## config.mk

```make
export PLATFORM = sky130hd
export DESIGN_NAME = gic_slave
export DESIGN_NICKNAME = d
export VERILOG_FILES = /design/src/rtl/gic_slave_pkg.sv /design/src/rtl/gic_cksum.sv /design/src/rtl/gic_slave.sv
export SDC_FILE = /design/constraint.sdc
export NUM_CORES = 1
export LEC_CHECK = 0
export ABC_AREA = 1
export CAP_MARGIN = 5
export CORE_ASPECT_RATIO = 0.5
export CORE_MARGIN = 2
export CORE_UTILIZATION = 56
export DETAILED_ROUTE_END_ITERATION = 6
export PLACE_DENSITY = 0.89
export SKIP_LAST_GASP = 1
export SLEW_MARGIN = 5
export SYNTH_ARGS = -nofsm -noshare
export SYNTH_HDL_FRONTEND = slang
export SYNTH_SLANG_ARGS = --single-unit
```

## constraint.sdc

```tcl
create_clock -name wb_clk_i -period 5 [get_ports wb_clk_i]
set_input_delay 1.25 -clock wb_clk_i [delete_from_list [all_inputs] [get_ports wb_clk_i]]
set_output_delay 1.25 -clock wb_clk_i [all_outputs]
set_load 0.01 [all_outputs]
```

## src/rtl/gic_slave_pkg.sv

```systemverilog
// Shared GIC link definitions: line nibbles, ack codes, command bit positions,
// checksum operand, slave FSM states and the stored-response record.
package gic_slave_pkg;

  // Line nibbles
  localparam logic [3:0] GIC_MST_INIT = 4'b1010;
  localparam logic [3:0] GIC_SLV_INIT = 4'b0101;
  localparam logic [3:0] GIC_IDLE     = 4'b1111;

  // Operand XORed into the checksum on the last nibble of each field
  localparam logic [3:0] GIC_CKS_OP   = 4'b1100;

  // Ack codes returned in the ack nibble {ack, 2'b00}
  localparam logic [1:0] ACK_OK  = 2'b00;
  localparam logic [1:0] ACK_CKS = 2'b01;
  localparam logic [1:0] ACK_ERR = 2'b10;
  localparam logic [1:0] ACK_RTY = 2'b11;

  // Command nibble bit positions (bit 0 is ignored)
  localparam int CMD_W_BIT   = 3;
  localparam int CMD_IRQ_BIT = 2;
  localparam int CMD_RTY_BIT = 1;

  // Wishbone wait cycles before an access is aborted with ERR
  localparam logic [7:0] WB_TIMEOUT = 8'd255;

  typedef enum logic [3:0] {
    RX_IDLE,
    RX_CMD,
    RX_SEL,
    RX_ADR,
    RX_DAT,
    RX_CKS,
    WB,
    TX_WAIT,
    TX_INIT,
    TX_ACK,
    TX_DAT,
    TX_CKS,
    TX_DONE
  } gic_state_t;

  // Response kept for transmission and for later replay on an RTY command.
  // has_dat is set when the originating frame was a read, so the data
  // nibbles and checksum follow the ack nibble.
  typedef struct packed {
    logic [1:0]  ack;
    logic [31:0] dat;
    logic [3:0]  cks;
    logic        has_dat;
  } gic_rsp_t;

  localparam gic_rsp_t RSP_RESET = '{ack: ACK_OK, dat: 32'h0, cks: GIC_CKS_OP, has_dat: 1'b0};

  // Response checksum: XOR of all data nibbles, plus the operand on nibble 0
  function automatic logic [3:0] gic_rsp_cksum(input logic [31:0] dat);
    logic [3:0] c;
    c = 4'h0;
    for (int i = 7; i >= 0; i--) begin
      c = c ^ dat[i*4 +: 4];
    end
    return c ^ GIC_CKS_OP;
  endfunction

endpackage

```

## src/rtl/gic_cksum.sv

```systemverilog
// Running 4-bit GIC checksum: clear, load a seed, or accumulate one nibble.
// The last nibble of a field additionally gets the checksum operand.
module gic_cksum
  import gic_slave_pkg::*;
(
  input  logic       clk,
  input  logic       rst_n,
  input  logic       clr,
  input  logic       load,
  input  logic [3:0] load_val,
  input  logic       acc,
  input  logic [3:0] nib,
  input  logic       last,
  output logic [3:0] cks
);

  logic [3:0] cks_q, cks_d;

  // Next checksum value: clear has priority over load, load over accumulate
  always_comb begin
    cks_d = cks_q;
    if (clr) begin
      cks_d = 4'h0;
    end else if (load) begin
      cks_d = load_val;
    end else if (acc) begin
      cks_d = cks_q ^ nib ^ (last ? GIC_CKS_OP : 4'h0);
    end
  end

  // Checksum register
  always_ff @(posedge clk or negedge rst_n) begin
    if (!rst_n) begin
      cks_q <= 4'h0;
    end else begin
      cks_q <= cks_d;
    end
  end

  assign cks = cks_q;

endmodule

```

## src/rtl/gic_slave.sv

```systemverilog
// GIC link slave: receives a command frame nibble by nibble, checks its
// checksum, runs one Wishbone access (or answers an IRQ query / replays the
// previous response) and sends the response frame back over the shared bus.
//
// Wishbone handshake: cyc/stb act as valid and stay high with adr/sel/we/dat
// stable until the slave terminates the access with ack, err or rty (the
// ready side); the terminating cycle is the last one with cyc/stb high.
module gic_slave
  import gic_slave_pkg::*;
(
  input  logic        wb_clk_i,
  input  logic        wb_rst_ni,
  input  logic [3:0]  gic_dat_i,
  input  logic        gic_cs_i,
  output logic [3:0]  gic_dat_o,
  output logic        gic_oe_o,
  input  logic [31:0] irq_i,
  output logic [31:0] wbm_adr_o,
  output logic [31:0] wbm_dat_o,
  output logic [3:0]  wbm_sel_o,
  output logic        wbm_we_o,
  output logic        wbm_cyc_o,
  output logic        wbm_stb_o,
  output logic [2:0]  wbm_cti_o,
  output logic [1:0]  wbm_bte_o,
  input  logic [31:0] wbm_dat_i,
  input  logic        wbm_ack_i,
  input  logic        wbm_err_i,
  input  logic        wbm_rty_i
);

  gic_state_t  state_q, state_d;
  logic [3:1]  cmd_q, cmd_d;
  logic [2:0]  nib_cnt_q, nib_cnt_d;
  logic [7:0]  wait_cnt_q, wait_cnt_d;
  logic [31:0] adr_q, adr_d;
  logic [31:0] wdat_q, wdat_d;
  logic [3:0]  sel_q, sel_d;
  logic        we_q, we_d;
  logic        cyc_q, cyc_d;
  gic_rsp_t    rsp_q, rsp_d;
  logic [3:0]  dat_o_q, dat_o_d;
  logic        drive_q, drive_d;

  logic        ck_clr, ck_load, ck_acc, ck_last;
  logic [3:0]  rx_cks;
  logic        wb_done;
  logic [1:0]  wb_code;
  logic [31:0] wb_rdata;

  // Receive checksum over sel, address and write data
  gic_cksum u_rx_cksum (
    .clk      (wb_clk_i),
    .rst_n    (wb_rst_ni),
    .clr      (ck_clr),
    .load     (ck_load),
    .load_val (gic_dat_i),
    .acc      (ck_acc),
    .nib      (gic_dat_i),
    .last     (ck_last),
    .cks      (rx_cks)
  );

  // Next-state, datapath and registered-output logic of the frame FSM
  always_comb begin
    state_d    = state_q;
    cmd_d      = cmd_q;
    nib_cnt_d  = nib_cnt_q;
    wait_cnt_d = wait_cnt_q;
    adr_d      = adr_q;
    wdat_d     = wdat_q;
    sel_d      = sel_q;
    we_d       = we_q;
    cyc_d      = cyc_q;
    rsp_d      = rsp_q;
    dat_o_d    = GIC_IDLE;
    ck_clr     = 1'b0;
    ck_load    = 1'b0;
    ck_acc     = 1'b0;
    ck_last    = (nib_cnt_q == 3'd0);
    wb_done    = 1'b0;
    wb_code    = ACK_OK;
    wb_rdata   = 32'h0;

    case (state_q)
      RX_IDLE: begin
        ck_clr = 1'b1;
        if (!gic_cs_i && gic_dat_i == GIC_MST_INIT) begin
          state_d = RX_CMD;
        end
      end

      RX_CMD: begin
        cmd_d = gic_dat_i[3:1];
        // A retry command skips the rest of the frame and resends the
        // stored response untouched.
        state_d = gic_dat_i[CMD_RTY_BIT] ? TX_WAIT : RX_SEL;
      end

      RX_SEL: begin
        sel_d     = gic_dat_i;
        ck_load   = 1'b1;
        nib_cnt_d = 3'd7;
        state_d   = RX_ADR;
      end

      RX_ADR: begin
        adr_d  = {adr_q[27:0], gic_dat_i};
        ck_acc = 1'b1;
        if (nib_cnt_q == 3'd0) begin
          nib_cnt_d = 3'd7;
          state_d   = cmd_q[CMD_W_BIT] ? RX_DAT : RX_CKS;
        end else begin
          nib_cnt_d = nib_cnt_q - 3'd1;
        end
      end

      RX_DAT: begin
        wdat_d = {wdat_q[27:0], gic_dat_i};
        ck_acc = 1'b1;
        if (nib_cnt_q == 3'd0) begin
          state_d = RX_CKS;
        end else begin
          nib_cnt_d = nib_cnt_q - 3'd1;
        end
      end

      RX_CKS: begin
        if (gic_dat_i != rx_cks) begin
          rsp_d.ack     = ACK_CKS;
          rsp_d.dat     = 32'h0;
          rsp_d.cks     = gic_rsp_cksum(32'h0);
          rsp_d.has_dat = ~cmd_q[CMD_W_BIT];
          state_d       = TX_WAIT;
        end else if (cmd_q[CMD_IRQ_BIT]) begin
          rsp_d.ack     = ACK_OK;
          rsp_d.dat     = irq_i;
          rsp_d.cks     = gic_rsp_cksum(irq_i);
          rsp_d.has_dat = ~cmd_q[CMD_W_BIT];
          state_d       = TX_WAIT;
        end else begin
          cyc_d      = 1'b1;
          we_d       = cmd_q[CMD_W_BIT];
          wait_cnt_d = 8'd0;
          state_d    = WB;
        end
      end

      WB: begin
        // ack beats err beats rty; no response within the wait budget is
        // reported as an error
        wb_done = 1'b1;
        if (wbm_ack_i) begin
          wb_code  = ACK_OK;
          wb_rdata = cmd_q[CMD_W_BIT] ? 32'h0 : wbm_dat_i;
        end else if (wbm_err_i) begin
          wb_code = ACK_ERR;
        end else if (wbm_rty_i) begin
          wb_code = ACK_RTY;
        end else if (wait_cnt_q == WB_TIMEOUT - 8'd1) begin
          wb_code = ACK_ERR;
        end else begin
          wb_done    = 1'b0;
          wait_cnt_d = wait_cnt_q + 8'd1;
        end
        if (wb_done) begin
          cyc_d         = 1'b0;
          we_d          = 1'b0;
          rsp_d.ack     = wb_code;
          rsp_d.dat     = wb_rdata;
          rsp_d.cks     = gic_rsp_cksum(wb_rdata);
          rsp_d.has_dat = ~cmd_q[CMD_W_BIT];
          state_d       = TX_WAIT;
        end
      end

      TX_WAIT: begin
        if (gic_cs_i) begin
          state_d = TX_INIT;
          dat_o_d = GIC_SLV_INIT;
        end
      end

      TX_INIT: begin
        if (!gic_cs_i) begin
          state_d = RX_IDLE;
        end else begin
          state_d = TX_ACK;
          dat_o_d = {rsp_q.ack, 2'b00};
        end
      end

      TX_ACK: begin
        if (!gic_cs_i) begin
          state_d = RX_IDLE;
        end else if (rsp_q.has_dat) begin
          state_d   = TX_DAT;
          nib_cnt_d = 3'd7;
          dat_o_d   = rsp_q.dat[31:28];
        end else begin
          state_d = TX_DONE;
        end
      end

      TX_DAT: begin
        if (!gic_cs_i) begin
          state_d = RX_IDLE;
        end else if (nib_cnt_q == 3'd0) begin
          state_d = TX_CKS;
          dat_o_d = rsp_q.cks;
        end else begin
          nib_cnt_d = nib_cnt_q - 3'd1;
          dat_o_d   = rsp_q.dat[{nib_cnt_d, 2'b00} +: 4];
        end
      end

      TX_CKS: begin
        state_d = gic_cs_i ? TX_DONE : RX_IDLE;
      end

      TX_DONE: begin
        if (!gic_cs_i) begin
          state_d = RX_IDLE;
        end
      end

      default: begin
        state_d = RX_IDLE;
      end
    endcase

    drive_d = state_d inside {TX_WAIT, TX_INIT, TX_ACK, TX_DAT, TX_CKS, TX_DONE};
  end

  // State, datapath and output registers
  always_ff @(posedge wb_clk_i or negedge wb_rst_ni) begin
    if (!wb_rst_ni) begin
      state_q    <= RX_IDLE;
      cmd_q      <= 3'h0;
      nib_cnt_q  <= 3'd0;
      wait_cnt_q <= 8'd0;
      adr_q      <= 32'h0;
      wdat_q     <= 32'h0;
      sel_q      <= 4'h0;
      we_q       <= 1'b0;
      cyc_q      <= 1'b0;
      rsp_q      <= RSP_RESET;
      dat_o_q    <= GIC_IDLE;
      drive_q    <= 1'b0;
    end else begin
      state_q    <= state_d;
      cmd_q      <= cmd_d;
      nib_cnt_q  <= nib_cnt_d;
      wait_cnt_q <= wait_cnt_d;
      adr_q      <= adr_d;
      wdat_q     <= wdat_d;
      sel_q      <= sel_d;
      we_q       <= we_d;
      cyc_q      <= cyc_d;
      rsp_q      <= rsp_d;
      dat_o_q    <= dat_o_d;
      drive_q    <= drive_d;
    end
  end

  assign gic_dat_o = dat_o_q;
  assign gic_oe_o  = gic_cs_i & drive_q;
  assign wbm_adr_o = adr_q;
  assign wbm_dat_o = wdat_q;
  assign wbm_sel_o = sel_q;
  assign wbm_we_o  = we_q;
  assign wbm_cyc_o = cyc_q;
  assign wbm_stb_o = cyc_q;
  assign wbm_cti_o = 3'b000;
  assign wbm_bte_o = 2'b00;

endmodule

```

# --- After elaboration in Yosys (flattened, before gate mapping) ---
# Index checks and enable logic that the tools add are counted.
word_totals:
  register_bits: 136
  inputBits: 74
  output_inout_bits: 81
  word_cells: 151
op_classes:
  addsub: 2
  eq_ne: 32
  shifts: 1
  mux: 67
  bitwise_logic: 20
  n_reduce_logical: 13
op_table:
  columns: ["operator", "n"]
  rows:
  - ["$mux 39", 3]
  - ["$mux 32", 3]
  - ["$mux 4", 21]
  - ["$pmux 39 s2", 1]
  - ["$xor 4x4->4", 16]
  - ["$pmux 4 s13", 1]
  - ["$mux 8", 6]
  - ["$eq 4x4->1 const B", 11]
  - ["$shiftx 32x6->4", 1]
  - ["$mux 3", 7]
  - ["$eq 4x3->1 const B", 5]
  - ["$ne 2x2->1 const B", 10]
  - ["$mux 1", 16]
  - ["$pmux 4 s4", 1]
  - ["$pmux 8 s2", 1]
  - ["$pmux 3 s5", 1]
  - ["$add 8x1->8 const B", 1]
  - ["$eq 4x2->1 const B", 2]
  - ["$eq 8x8->1 const B", 1]
  - ["$mux 2", 4]
  - ["$reduce_and 4->1", 2]
  - ["$reduce_and 7->1", 1]
  - ["$reduce_bool 6->1", 1]
  - ["$reduce_bool 5->1", 1]
  - ["16 further kinds", 18]

# --- Longest topological paths before layout ---
# Gate-level depths: netlist of the first run.
depth:
  depth_word: 13
  depth_mapped: 13
  ltp_nobuf: 13

# --- Cells and area by module ---
# A second synthesis of the first run with hierarchy kept.
hier_totals:
  cells_unflattened: 1000
  hier_area_um2: 7557.2
by_module_without_submodules:
  columns: ["module", "n_inst", "cells_per_inst", "area_per_inst_um2", "seq_area_each_um2"]
  rows:
  - ["gic_slave", 1, 954, 7263.2, 3285.7]
  - ["gic_cksum", 1, 46, 294.0, 100.1]

# --- Worst setup path after synthesis of the first run ---
# No wires, ideal clock.
synth_path:
  path_type: "input port to output port"
  startpoint: "input port gic_cs_i"
  endpoint: "output port gic_oe_o"
  arrival_time_ns: 1.651
  required_ns: 3.750
  path_slack_ns: 2.099
  cell_stages: 3
  n_path_buf: 1
  cell_sequence: "clkbuf_1 -> nand2_1 -> inv_1"
synth_via:
  elab_chain_len: 1
synth_rtl:
  columns: ["element", "line", "source"]
  rows:
  - ["start: declaration", "gic_slave.sv:14", "input logic gic_cs_i,"]
  - ["$and 1x1->1", "gic_slave.sv:267", "assign gic_oe_o = gic_cs_i & drive_q;"]
  - ["end: declaration", "gic_slave.sv:16", "output logic gic_oe_o,"]
# Every way passes these cells.

# --- Worst setup path in the final report of the first run ---
# Ends and elaborated chain as after synthesis.

==> impl_metrics.csv, run 1 <==
group,metric,value,unit
status,outcome,"finished clean",
setup_path,path_depth,4,
final_layout,instances_no_fill,1339,
sta,fmax,0.256,GHz
placement,portBuffers,149,
yosys,synth-seq-cells,135,
min_path,min_from,"wbm_adr_o[30]",
final_layout,drive_gt1_frac,0.0808,
setup_path,path_cells,"clkdlybuf4s50_1 > nand2_1 > inv_1 > clkdlybuf4s50_1",
setup_path,crit_start,"gic_cs_i",
sta,rsz0062_at_grt,"no",
final_layout,antennaDiodeCount,0,
die,die-area,14700,um^2
yosys,synth-edff-count,0,
grt,grtUsageTotal,0.278,
final_layout,final_common_cell,"nand2_1",
setup_path,r2r_cells,9,
placement,placed_area,9130,um^2
final_layout,fin_area,9720,um^2
grt,grt_pass1_vias,6764,
placement,place.gp.congestion,0.895,
cts,cts_htree_levels,4,
yosys,yosysTopAreaCell,"dfrtp_1",
sta,finClkSkew,7.75,ps
yosys,syn-instance-count,1020,
grt,grt-ovfl-total,0,
cts,clockBufferDepth,2,
yosys,ys_types,46,
final_layout,final_cell_mix,"nand2_1, clkdlybuf4s50_1, dfrtp_1",
setup_path,crit_path_top_delay_cell,"clkdlybuf4s50_1",
die,std_cell_rows,30,
setup_path,cpMostUsedCell,"clkdlybuf4s50_1",
setup_path,endpoint,"gic_oe_o",
yosys,ys.flop_type,"dfrtp_1",
sta,fin_tns_setup,0,ps
detailed_routing,via_per_inst,5.45,
sta,slew_headroom,0.318,
yosys,syn_area_per_cell,7.50,um^2
setup_path,slowest_delay,720,ps
sta,hold_violations,0,
detailed_routing,wl_per_cell,14.8,um
cts,cts-hold-fix-buffers,0,
setup_path,crit-reg2reg-launch,"nib_cnt_q[0]",
setup_path,path_buf_inv,3,
detailed_routing,routed_wirelength,19800,um
detailed_routing,ant_nets,0,
detailed_routing,drt_iter0_drc,801,
sta,finalWorstSetupSlack,1090,ps
final_layout,area_delta_synth_final,27.0,%
sta,slew_viol_final,0,
die,coreArea,13400,um^2
setup_path,r2r_end,"gic_dat_o[2]",
min_path,hp-class,"reg2reg",
grt,grt_pass1_wl,32400,um
setup_path,crit_arrival,2660,ps
setup_path,worstSetupPathType,"in2out",
grt,grt_max_degree,115,
cts,clock_sinks,135,
cts,cts_resized,0,
setup_path,reg2reg_setup_slack,1950,ps
yosys,async_reset_ff_frac,1.00,
setup_path,crit_path_end_kind,"output port",
detailed_routing,route.vias.total,7294,
setup_path,required,3750,ps
setup_path,cp_top_family,"buffers and inverters",
sta,post-route-period-util,0.782,
placement,dp_hpwl,14100,um
detailed_routing,drc,0,
power,vdd_drop_max,0.317,mV
yosys,synth_seq_area_share,0.442,
placement,dp_slack,1080,ps
final_layout,nFillCells,1018,
sta,fin_crit,3910,ps
cts,postCtsSetupBuffers,0,
placement,dp_cells,1307,
power,p_leak,4.67,nW
setup_path,start_kind,"input pin",
yosys,yosysTopAreaCellShare,0.422,
grt,antenna_found_initial,0,
cts,cts-root-buf,"clkbuf_16",
cts,clkLatencyLatePin,410,ps
die,fp.dieW,169,um
yosys,synth_warnings,0,
die,start_util,0.569,
cts,clk_pin_slew,60,ps
cts,cts_tree,"done",
sta,max_slew.worst_pin.slew,1020,ps
yosys,synth.area.top_cells,"dfrtp_1, nand2_1, inv_1",
yosys,synthesis.area,7650,um^2
power,powerDensity,574,nW/um^2
die,io_pins,155,
sta,setup_viol,0,
setup_path,path_max_fanout,12,
job,drv_cap,0,
final_layout,nets,1228,
final_layout,post-route-util,0.723,
die,die_h,86.7,um
cts,numCtsBuffers,17,
detailed_routing,dr.pass1.iters,6,
## tightest hold or removal path, cell delays in order (launching register included)
cell and delay (ps):
dfrtp_1 340, nand2_1 50, nand2_1 50
## cells in the mapped netlist (3+ instances only)
cell	instances
dfrtp_1	129
ha_1	4
o21ai_2	10
or2_2	4
nand2_4	3
a21oi_1	38
nand2_2	3
nand4_1	9
nand2_1	330
mux2_2	4
o211ai_1	10
o31ai_2	4
inv_1	111
xor2_1	6
o21ai_1	4
nor2_4	7
buf_2	16
a31oi_1	13
o22ai_1	16
nand3b_1	4
clkbuf_1	11
dfstp_2	6
buf_4	10
nand3_1	79
a22oi_1	3
buf_6	8
xnor2_1	10
inv_2	6
nor2_1	74
o21ai_0	66
## power breakdown
| part | leakage, nW | switching [mW] | internal [mW] |
|---|---|---|---|
| Clock | 0.275 | 0.479 | 0.775 |
| Sequential | 1.70 | 0.330 | 1.55 |
| Combinational | 2.70 | 1.42 | 1.02 |
| Total | 4.67 | 2.23 | 3.35 |
## how the worst min path moves through the flow
stage | to | slack (ps) | depth (start not counted)
after floorplan | rsp_q[38] | 440 | 2
after global placement | rsp_q[17] | 460 | 2
after detailed placement | wbm_adr_o[30] | 460 | 2
after CTS | wbm_adr_o[30] | 480 | 2
after global routing | rsp_q[19] | 490 | 2
final | wbm_adr_o[30] | 470 | 2
## through the flow
stage                     hold slack [ps]  total power [mW]
after floorplan                       443              3.39
after global placement                458              4.19
after detailed placement              461              4.30
after CTS                             476              5.58
after global routing                  493              5.96
final                                 470              5.58
## registers in the layout, summed over array words and instances (netlist names)
register        count
wbm_sel_o           4
state_q             4
wait_cnt_q          8
gic_dat_o           4
rsp_q              39
nib_cnt_q           3
wbm_cyc_o           1
wbm_we_o            1
drive_q             1
wbm_adr_o          32
wbm_dat_o          32
cmd_q               2
u_rx_cksum.cks      4
## area by class of cell
| type | count | area, um^2 | area share |
|---|---|---|---|
| clock inverters | 10 | 120 | 0.0124 |
| inverters | 119 | 457 | 0.0470 |
| repair buffers | 155 | 1540 | 0.158 |
| well taps | 176 | 220 | 0.0227 |
| multi-input cells | 722 | 3530 | 0.363 |
| clock buffers | 22 | 474 | 0.0488 |
| flip-flops and latches | 135 | 3390 | 0.348 |
## kinds of logic after synthesis
kind of cell | Yosys count | share of synthesized area
multiplexers | 4 | 0.00589
XOR/XNOR | 18 | 0.0226
other | 1 | 0.000490
buffers and inverters | 167 | 0.0991
flip-flops | 135 | 0.442
AND/OR/NAND/NOR | 521 | 0.291
AO/OA/AOI/OAI | 170 | 0.132
adder cells (fa/ha/maj) | 4 | 0.00654
## routing by layer
| metal | global-route usage | vias up | share of wire |
|---|---|---|---|
| li1 | - | 3550 | - |
| met2 | 0.457 | 360 | 0.46 |
| met3 | 0.0484 | 24 | 0.084 |
| met4 | 0.0870 | 0 | 0.011 |
| met1 | 0.381 | 3360 | 0.44 |
| met5 | 0 | - | 0 |
Note: power is estimated with default switching activity, not from simulation.
==> inputs of run 2 (changes only) <==
- CORE_UTILIZATION: 56 -> 47
- PLACE_DENSITY: 0.89 -> 0.8
- clock period: 5 -> 3.15 ns (I/O delays scaled with it)
==> run 2 against run 1 <==
Routed wire length is 0.11% higher. Clock skew is 0.75 ps lower. Sequential share of layout area is 0.54 points lower. Final cell count is 3.9% higher. Core utilization is 9.3 points lower. Register-to-register slack worse by 1000 ps. Highest routed layer unchanged. Sequential power is 56% higher. Flip-flop and latch count stayed put. Clock power is 63% higher. Largest cell class unchanged. Via count is 1.8% lower.
==> impl_metrics.csv, run 2 (synthesized netlist as in run 1, its figures left out) <==
group,metric,value,unit
status,outcome,"finished clean",
min_path,hp-class,"in2async",
placement,dp_cells,1359,
detailed_routing,wl_per_cell,14.3,um
grt,grt_pass1_wl,32700,um
detailed_routing,drt_iter0_drc,565,
sta,rsz0062_at_grt,"no",
die,fp.dieW,184,um
sta,finalWorstSetupSlack,472,ps
setup_path,start_kind,"input pin",
final_layout,antennaDiodeCount,0,
power,vdd_drop_max,0.364,mV
sta,finClkSkew,7.00,ps
setup_path,crit_path_end_kind,"output port",
sta,slew_viol_final,0,
die,start_util,0.489,
die,die_h,94.2,um
power,total_power,8.92,mW
final_layout,final_cell_mix,"nand2_1, clkdlybuf4s50_1, dfrtp_1",
placement,place.gp.congestion,0.882,
cts,cts-hold-fix-buffers,0,
cts,clockBufferDepth,2,
sta,hold_violations,0,
final_layout,nFillCells,1341,
placement,dp_slack,305,ps
grt,grt_max_degree,75,
cts,clock_sinks,135,
cts,cts-root-buf,"clkbuf_16",
grt,antenna_found_initial,0,
die,io_pins,155,
detailed_routing,route.vias.total,7166,
detailed_routing,drc,0,
final_layout,fin_area,9870,um^2
cts,clkLatencyLatePin,410,ps
final_layout,instances_no_fill,1391,
sta,max_slew.worst_pin.slew,697,ps
setup_path,crit_arrival,1890,ps
final_layout,regMostFlops,"rsp_q",
grt,grtUsageTotal,0.239,
cts,postCtsSetupBuffers,0,
sta,fmax,0.373,GHz
final_layout,largest_reg_flops,39,
placement,portBuffers,149,
setup_path,worstSetupPathType,"in2out",
grt,grt-ovfl-total,0,
detailed_routing,ant_nets,0,
cts,numCtsBuffers,17,
sta,post-route-period-util,0.850,
final_layout,final_common_cell,"nand2_1",
die,coreArea,15700,um^2
final_layout,nets,1235,
setup_path,required,2360,ps
final_layout,drive_gt1_frac,0.0872,
cts,cts_resized,0,
detailed_routing,dr.pass1.iters,5,
sta,setup_viol,0,
die,die-area,17400,um^2
setup_path,path_max_fanout,2,
power,powerDensity,903,nW/um^2
final_layout,area_delta_synth_final,29.0,%
detailed_routing,routed_wirelength,19800,um
power,p_leak,4.73,nW
cts,cts_htree_levels,4,
placement,dp_hpwl,14600,um
job,drv_cap,0,
grt,grt_pass1_vias,6664,
placement,placed_area,9260,um^2
cts,clk_pin_slew,60,ps
sta,fin_tns_setup,0,ps
die,std_cell_rows,32,
cts,cts_tree,"done",
sta,slew_headroom,0.535,
detailed_routing,via_per_inst,5.15,
sta,fin_crit,2680,ps
[run 2: cell count changes in the layout (fill, tap and decap cells not counted)]
cell / previous run / this run
buf_12: 0 / 2
buf_4: 6 / 11
clkbuf_8: 3 / 1
inv_6: 3 / 5
clkbuf_1: 2 / 1
clkinvlp_4: 5 / 2
bufinv_16: 2 / 3
clkinv_4: 1 / 4
[run 2: power breakdown]
group	switching, mW	internal [mW]
registers	0.466	2.46
logic	2.29	1.66
clock network	0.764	1.28
total	3.52	5.40
[run 2: per-stage QoR]
stage	hold slack [ps]	util
after floorplan	443	-
after global placement	459	0.592
after detailed placement	462	0.592
after CTS	146	0.631
after global routing	147	0.631
final	165	0.631
[run 2: critical path, stage by stage]
cell and delay (ps):
clkdlybuf4s50_1 490, nand2_1 50, inv_1 40, clkdlybuf4s50_1 520
[run 2: per-layer routing]
| layer | global-route usage | vias up | share of wire |
|---|---|---|---|
| met5 | 0 | - | 0 |
| met4 | 0.0740 | 0 | 0.011 |
| met3 | 0.0461 | 24 | 0.076 |
| met2 | 0.376 | 292 | 0.44 |
| met1 | 0.334 | 3295 | 0.48 |
| li1 | - | 3555 | - |
[run 2: path summary, 6_finish.rpt]
path / startpoint / end / slack [ps] / cells past startpoint
setup / recovery: gic_cs_i / gic_oe_o / 470 / 4
hold / removal: wb_rst_ni / wait_cnt_q[6] / 170 / 1
setup reg to reg: state_q[2] / rsp_q[2] / 910 / 9
hold reg to reg: wbm_adr_o[28] / wbm_adr_o[28] / 470 / 2
max in group asynchronous: wb_rst_ni / wbm_adr_o[3] / 2110 / 2
min in group wb_clk_i: wbm_adr_o[28] / wbm_adr_o[28] / 470 / 2
[run 2: cell type report]
| class | instances | area, um^2 | share of cell area |
|---|---|---|---|
| Sequential cell | 135 | 3390 | 0.343 |
| Multi-Input combinational cell | 722 | 3530 | 0.357 |
| Inverter | 119 | 457 | 0.0462 |
| Tap cell | 221 | 277 | 0.0280 |
| Timing Repair Buffer | 162 | 1620 | 0.164 |
| Clock buffer | 19 | 443 | 0.0449 |
| Clock inverter | 13 | 171 | 0.0174 |
==> inputs of run 3 (changes only) <==
- CAP_MARGIN: 5 -> 20
==> results of run 3 <==
Final layout, timing and power as in run 2 (identical DEF).
